<file path="src/rtl/pll_sequencer.sv">
// PLL start-up sequencer: pulses PLL RESETB, waits for a synchronised lock, holds
// downstream reset until the lock has been stable, and re-sequences on loss or restart.
// Optional macro PLL_SEQ_RETRY_LIMIT_EN: after MAX_RETRIES timeouts the sequencer parks in FAIL.
module pll_sequencer #(
    parameter int RESET_CYCLES  = 16,
    parameter int LOCK_TIMEOUT  = 4096,
    parameter int STABLE_CYCLES = 1024,
    parameter int MAX_RETRIES   = 3
) (
    input  logic       clock_in,
    input  logic       reset,
    input  logic       locked,
    input  logic       restart,
    output logic       pll_resetb,
    output logic       sys_reset,
    output logic       ready,
    output logic       fail,
    output logic [3:0] retry_count,
    output logic       lock_lost
);

    typedef enum logic [2:0] {
        RESET_PLL = 3'd0,
        WAIT_LOCK = 3'd1,
        STABLE    = 3'd2,
        RUN       = 3'd3,
        FAIL      = 3'd4
    } state_t;

    localparam logic [15:0] RESET_LAST  = 16'(RESET_CYCLES - 1);
    localparam logic [15:0] LOCK_LAST   = 16'(LOCK_TIMEOUT - 1);
    localparam logic [15:0] STABLE_LAST = 16'(STABLE_CYCLES - 1);
`ifdef PLL_SEQ_RETRY_LIMIT_EN
    localparam logic [3:0]  RETRY_LIMIT = 4'(MAX_RETRIES);
`endif

    state_t      state_r;
    state_t      state_nxt_s;
    logic [15:0] count_r;
    logic [15:0] count_nxt_s;
    logic        lock_meta_r;
    logic        lock_sync_r;
    logic [3:0]  retry_r;
    logic [3:0]  retry_nxt_s;
    logic        lost_r;
    logic        lost_nxt_s;
    logic        fail_nxt_s;
    logic        pll_resetb_r;
    logic        sys_reset_r;
    logic        ready_r;
    logic        fail_r;

    function automatic logic [3:0] sat_inc(input logic [3:0] value);
        if (value == 4'd15) begin
            return value;
        end else begin
            return value + 4'd1;
        end
    endfunction

    // Two-flop synchroniser for the asynchronous PLL lock indication.
    always_ff @(posedge clock_in) begin
        if (reset) begin
            lock_meta_r <= 1'b0;
            lock_sync_r <= 1'b0;
        end else begin
            lock_meta_r <= locked;
            lock_sync_r <= lock_meta_r;
        end
    end

    // Next-state, retry and loss-flag decode; restart overrides every transition.
    always_comb begin
        state_nxt_s = state_r;
        retry_nxt_s = retry_r;
        lost_nxt_s  = lost_r;
        if (restart) begin
            state_nxt_s = RESET_PLL;
            retry_nxt_s = 4'd0;
            lost_nxt_s  = 1'b0;
        end else begin
            case (state_r)
                RESET_PLL: begin
                    if (count_r == RESET_LAST) begin
                        state_nxt_s = WAIT_LOCK;
                    end else begin
                        state_nxt_s = RESET_PLL;
                    end
                end
                WAIT_LOCK: begin
                    if (lock_sync_r) begin
                        state_nxt_s = STABLE;
                    end else if (count_r == LOCK_LAST) begin
`ifdef PLL_SEQ_RETRY_LIMIT_EN
                        if (retry_r == RETRY_LIMIT) begin
                            state_nxt_s = FAIL;
                        end else begin
                            state_nxt_s = RESET_PLL;
                            retry_nxt_s = sat_inc(retry_r);
                        end
`else
                        state_nxt_s = RESET_PLL;
                        retry_nxt_s = sat_inc(retry_r);
`endif
                    end else begin
                        state_nxt_s = WAIT_LOCK;
                    end
                end
                STABLE: begin
                    if (!lock_sync_r) begin
                        state_nxt_s = WAIT_LOCK;
                    end else if (count_r == STABLE_LAST) begin
                        state_nxt_s = RUN;
                    end else begin
                        state_nxt_s = STABLE;
                    end
                end
                RUN: begin
                    if (!lock_sync_r) begin
                        state_nxt_s = RESET_PLL;
                        lost_nxt_s  = 1'b1;
                    end else begin
                        state_nxt_s = RUN;
                    end
                end
                FAIL: begin
`ifdef PLL_SEQ_RETRY_LIMIT_EN
                    state_nxt_s = FAIL;
`else
                    state_nxt_s = RESET_PLL;
`endif
                end
                default: begin
                    state_nxt_s = RESET_PLL;
                end
            endcase
        end
    end

    // Cycle counter restarts on every state change and on restart; it saturates while idle in a state.
    always_comb begin
        count_nxt_s = count_r;
        if (restart || (state_nxt_s != state_r)) begin
            count_nxt_s = 16'd0;
        end else if (count_r != 16'hFFFF) begin
            count_nxt_s = count_r + 16'd1;
        end else begin
            count_nxt_s = count_r;
        end
    end

    // The fail flag only exists when the retry limit is built in.
    always_comb begin
`ifdef PLL_SEQ_RETRY_LIMIT_EN
        fail_nxt_s = (state_nxt_s == FAIL);
`else
        fail_nxt_s = 1'b0;
`endif
    end

    // State, counter, status flags and registered output decode (aligned with the state register).
    always_ff @(posedge clock_in) begin
        if (reset) begin
            state_r      <= RESET_PLL;
            count_r      <= 16'd0;
            retry_r      <= 4'd0;
            lost_r       <= 1'b0;
            pll_resetb_r <= 1'b0;
            sys_reset_r  <= 1'b1;
            ready_r      <= 1'b0;
            fail_r       <= 1'b0;
        end else begin
            state_r      <= state_nxt_s;
            count_r      <= count_nxt_s;
            retry_r      <= retry_nxt_s;
            lost_r       <= lost_nxt_s;
            pll_resetb_r <= !((state_nxt_s == RESET_PLL) || (state_nxt_s == FAIL));
            sys_reset_r  <= (state_nxt_s != RUN);
            ready_r      <= (state_nxt_s == RUN);
            fail_r       <= fail_nxt_s;
        end
    end

    assign pll_resetb  = pll_resetb_r;
    assign sys_reset   = sys_reset_r;
    assign ready       = ready_r;
    assign fail        = fail_r;
    assign retry_count = retry_r;
    assign lock_lost   = lost_r;

endmodule

</file>
<file path="config.mk">
export PLATFORM = sky130hd
export DESIGN_NAME = pll_sequencer
export DESIGN_NICKNAME = d
export VERILOG_FILES = /design/src/rtl/pll_sequencer.sv
export SDC_FILE = /design/constraint.sdc
export NUM_CORES = 1
export LEC_CHECK = 0
export CAP_MARGIN = 30
export CORE_MARGIN = 2
export CORE_UTILIZATION = 49
export CTS_CLUSTER_SIZE = 16
export DETAILED_ROUTE_END_ITERATION = 10
export PLACE_DENSITY = 0.69
export SLEW_MARGIN = 20
export SYNTH_ARGS = -nofsm -noshare
export SYNTH_HDL_FRONTEND = slang
export SYNTH_SLANG_ARGS = --single-unit
</file>
<file path="constraint.sdc">
create_clock -name clock_in -period 2.4 [get_ports clock_in]
set_clock_uncertainty 0.1 [all_clocks]
set_input_delay 0.24 -clock clock_in [delete_from_list [all_inputs] [get_ports clock_in]]
set_output_delay 0.24 -clock clock_in [all_outputs]
set_load 0.05 [all_outputs]
</file>
==> impl_metrics.csv, run 1 <==
group,metric,value,unit
status,status,"finished, final reports clean",
routing,ant_nets,0,
routing,drt_iter0_markers,25,
critical_path,crit_path_cell_trace,"ha_1, and3_1, nand4_1, o21ai_2, or4_4, buf_4, a21oi_2",
placement,hpwl,2390,um
hold_path,holdPathEnd,"lock_sync_r$_SDFF_PP0_",
timing,rsz0062_at_grt,"no",
timing,relSlewSlack,0.664,
logic_synthesis,yosysWarnings,0,
layout,antenna_cells,0,
layout,fill_cells,259,
layout,drive_gt1_frac,0.174,
timing,slew_violations,0,
clock_network,ctsRootBufferMaster,"clkbuf_4",
critical_path,slowest_delay,0.58,ns
routing,avgRoutedWirePerCell,15.7,um
logic_synthesis,syn_avg_cell_area,9.20,um2
layout,syn2layout_area_growth,9.29,%
pwr,p_per_area,426,nW/um2
grt,grt_pass1_vias,1160,
die,dieWidth,59.0,um
die,dieArea,3480,um2
clock_network,path_clk_slew,0.15,ns
logic_synthesis,synthDominantCellAreaShare,0.378,
grt,antenna_found_initial,0,
clock_network,cts_tree,"built",
logic_synthesis,ys_ff_latch,28,
critical_path,timing.critical_path.buf_inv,1,
placement,pre_cts_ws,0.0697,ns
clock_network,cts_buffer_depth,2,
critical_path,crit_family,"simple AND/OR/NAND/NOR gates",
clock_network,htreeDepth,1,
critical_path,arrival,2.33,ns
timing,setup_slack,0.249,ns
die,coreArea,2810,um2
layout,layout_commonest_cell,"dfxtp_1",
logic_synthesis,syn_inst,161,
grt,grt_pass1_wl,5240,um
timing,final.min_clock_period,2.15,ns
timing,worst_slew_pin_slew,0.502,ns
critical_path,r2r_cells,7,
logic_synthesis,synth_cell_type_count,43,
clock_network,cts-buffers-inserted,3,
placement,portBuffers,11,
placement,gp_congestion,0.857,
logic_synthesis,yosysTopAreaCell,"dfxtp_1",
grt,overflow,0,
clock_network,insertion_delay,0.33,ns
critical_path,start_kind,"flip-flop",
critical_path,worst_path_max_delay_cell,"or4_4",
critical_path,crit_fanout,9,
routing,post-route-drc-count,0,
critical_path,path_class,"reg -> reg",
timing,min_period_over_period,0.896,
clock_network,cts_sinks,28,
critical_path,critPathCaptureType,"flip-flop",
routing,routed_wl,3190,um
die,die_h,59.0,um
die,pin_count,13,
timing,fmax,465,MHz
logic_synthesis,syn_area,1480,um2
critical_path,reg2reg_to,"count_r[6]$_SDFFE_PP0P_",
critical_path,required,2.58,ns
logic_synthesis,synth.area.top_cells,"dfxtp_1, a21oi_2, xor2_1",
hold_path,hp-start,"lock_meta_r$_SDFF_PP0_",
timing,setup_tns,0,ns
pwr,ir_drop,0.271,mV
critical_path,ff2ff_setup_slack,0.25,ns
clock_network,post_cts_buffers,0,
hold_path,min_path_type,"reg -> reg",
job,maxCapViolCount,0,
hold_path,hold_depth,1,
grt,grt_max_degree,15,
logic_synthesis,yosysSeqAreaShare,0.378,
timing,timing.final.hold_violations,0,
critical_path,r2r_start,"count_r[0]$_SDFFE_PP0P_",
grt,track_usage,0.200,
logic_synthesis,synth_fp_nets,167,
die,rows,19,
routing,viasPerCell,6.08,
layout,mostFrequentLayoutCells,"dfxtp_1, nor2_1, a21oi_2, clkdlybuf4s50_1, nand4_1",
routing,dr_total_vias,1235,
die,initial_core_util,0.528,
pwr,power.leakage,0.526,nW
timing,setup_viol,0,
layout,nNetsFinal,180,
routing,first_pass_iters,4,
report_power, final:
group / switching [W] / internal [W] / leakage [nW]
combinational: 0.0000165 / 0.0000117 / 0.286
sequential: 0.00000221 / 0.000468 / 0.226
clock: 0.000133 / 0.0000590 / 0.0138
registers in the layout, summed over array words and instances (netlist names):
| register | count |
|---|---|
| lock_meta_r | 1 |
| sys_reset | 1 |
| ready | 1 |
| state_r | 2 |
| pll_resetb | 1 |
| retry_count | 4 |
| count_r | 16 |
| lock_lost | 1 |
| lock_sync_r | 1 |
stage by stage:
step / hold slack [ns] / instances / total power, W / utilization / area [um2]
3_3_place_gp: 0.326 / 200 / 0.000507 / 0.568 / 1590
5_1_grt: 0.354 / 203 / 0.000715 / 0.577 / 1620
3_5_place_dp: 0.323 / 200 / 0.000508 / 0.568 / 1590
4_1_cts: 0.354 / 203 / 0.000695 / 0.576 / 1620
2_1_floorplan: 0.212 / 161 / 0.000504 / - / 1480
6_report: 0.357 / 203 / 0.000691 / 0.577 / 1620
worst register-to-register path: cells and delay by family, from the launching register on:
| kind | cells | cell delay (ns) |
|---|---|---|
| buf+inv | 1 | 0.22 |
| compound gates | 2 | 0.25 |
| simple gates | 3 | 0.92 |
| flops | 1 | 0.36 |
| fa+ha+maj | 1 | 0.24 |
routing by layer:
metal | global-route usage | up-vias | wire [um]
met5 | 0 | - | 0
met4 | 0.104 | 0 | 68
met3 | 0.0218 | 6 | 132
met2 | 0.317 | 34 | 1500
met1 | 0.267 | 593 | 1490
li1 | - | 602 | -
layout make-up:
type / count / area (um2) / share of cell area
flip-flops and latches: 28 / 561 / 0.346
multi-input cells: 119 / 823 / 0.509
repair buffers: 17 / 155 / 0.0958
well taps: 31 / 38.8 / 0.0240
clock buffers: 3 / 22.5 / 0.0139
inverters: 5 / 18.8 / 0.0116
worst max-delay path by stage:
stage | start | end | slack [ns] | cells past startpoint
2_1_floorplan | count_r[0]$_SDFFE_PP0P_ | count_r[14]$_SDFFE_PP0P_ | 0.45 | 7
3_3_place_gp | count_r[0]$_SDFFE_PP0P_ | count_r[1]$_SDFFE_PP0P_ | 0.13 | 7
3_5_place_dp | reset | count_r[0]$_SDFFE_PP0P_ | 0.07 | 5
4_1_cts | count_r[0]$_SDFFE_PP0P_ | count_r[7]$_SDFFE_PP0P_ | 0.08 | 7
5_1_grt | count_r[0]$_SDFFE_PP0P_ | count_r[11]$_SDFFE_PP0P_ | 0.14 | 7
6_report | count_r[0]$_SDFFE_PP0P_ | count_r[6]$_SDFFE_PP0P_ | 0.25 | 7
cells by family (layout without fill, tap and decap cells):
| group | Yosys count | after routing | synth area share |
|---|---|---|---|
| buffers and inverters | 14 | 25 | 0.0684 |
| flip-flops | 28 | 28 | 0.378 |
| AO/OA/AOI/OAI | 36 | 36 | 0.194 |
| AND/OR/NAND/NOR | 64 | 64 | 0.242 |
| XOR/XNOR | 13 | 13 | 0.0769 |
| adder cells (fa/ha/maj) | 2 | 2 | 0.0169 |
| other | 1 | 1 | 0.00253 |
| multiplexers | 3 | 3 | 0.0203 |
Yosys cell counts:
| cell type | count |
|---|---|
| a211oi_2 | 1 |
| and4_1 | 1 |
| dfxtp_1 | 28 |
| o21bai_1 | 1 |
| o32ai_1 | 1 |
| nand2b_1 | 1 |
| nand2_2 | 1 |
| nand4_1 | 8 |
| and3_1 | 6 |
| nand3_1 | 7 |
| buf_2 | 1 |
| nor2_1 | 15 |
| ha_1 | 2 |
| a2111oi_2 | 1 |
| o21ai_2 | 1 |
| clkbuf_1 | 1 |
| or3_1 | 1 |
| xor2_1 | 7 |
| inv_1 | 5 |
| nand3_2 | 1 |
| buf_6 | 3 |
| nor4_2 | 1 |
| a21oi_1 | 7 |
| buf_12 | 1 |
| clkbuf_2 | 1 |
| nor4_4 | 1 |
| o2111ai_1 | 2 |
| a22oi_1 | 1 |
| nor2b_1 | 5 |
| buf_4 | 2 |
| mux2i_1 | 3 |
| nor3_1 | 5 |
| nor4_1 | 2 |
| nand2_1 | 7 |
| conb_1 | 1 |
| a21oi_2 | 11 |
| o211ai_4 | 1 |
| a221oi_2 | 1 |
| o21ai_0 | 7 |
| or4_1 | 1 |
| or2_1 | 1 |
| xnor2_1 | 6 |
| o211ai_1 | 1 |
timing repair:
action	4_1_cts	5_1_grt
endpoints found under the setup margin	0	9
hold buffers	0	0
hold endpoints to repair	0	0
resized for setup	0	1
(Power assumes the default switching activity.)
==> run 2, diff against run 1 <==
--- a/config.mk
+++ b/config.mk
@@ -10,6 +10,7 @@
 export CORE_UTILIZATION = 49
 export CTS_CLUSTER_SIZE = 16
 export DETAILED_ROUTE_END_ITERATION = 10
+export GPL_ROUTABILITY_DRIVEN = 0
 export PLACE_DENSITY = 0.69
 export SLEW_MARGIN = 20
 export SYNTH_ARGS = -nofsm -noshare
==> results of run 2 <==
No change in the layout: final DEF, timing and power equal those of run 1.
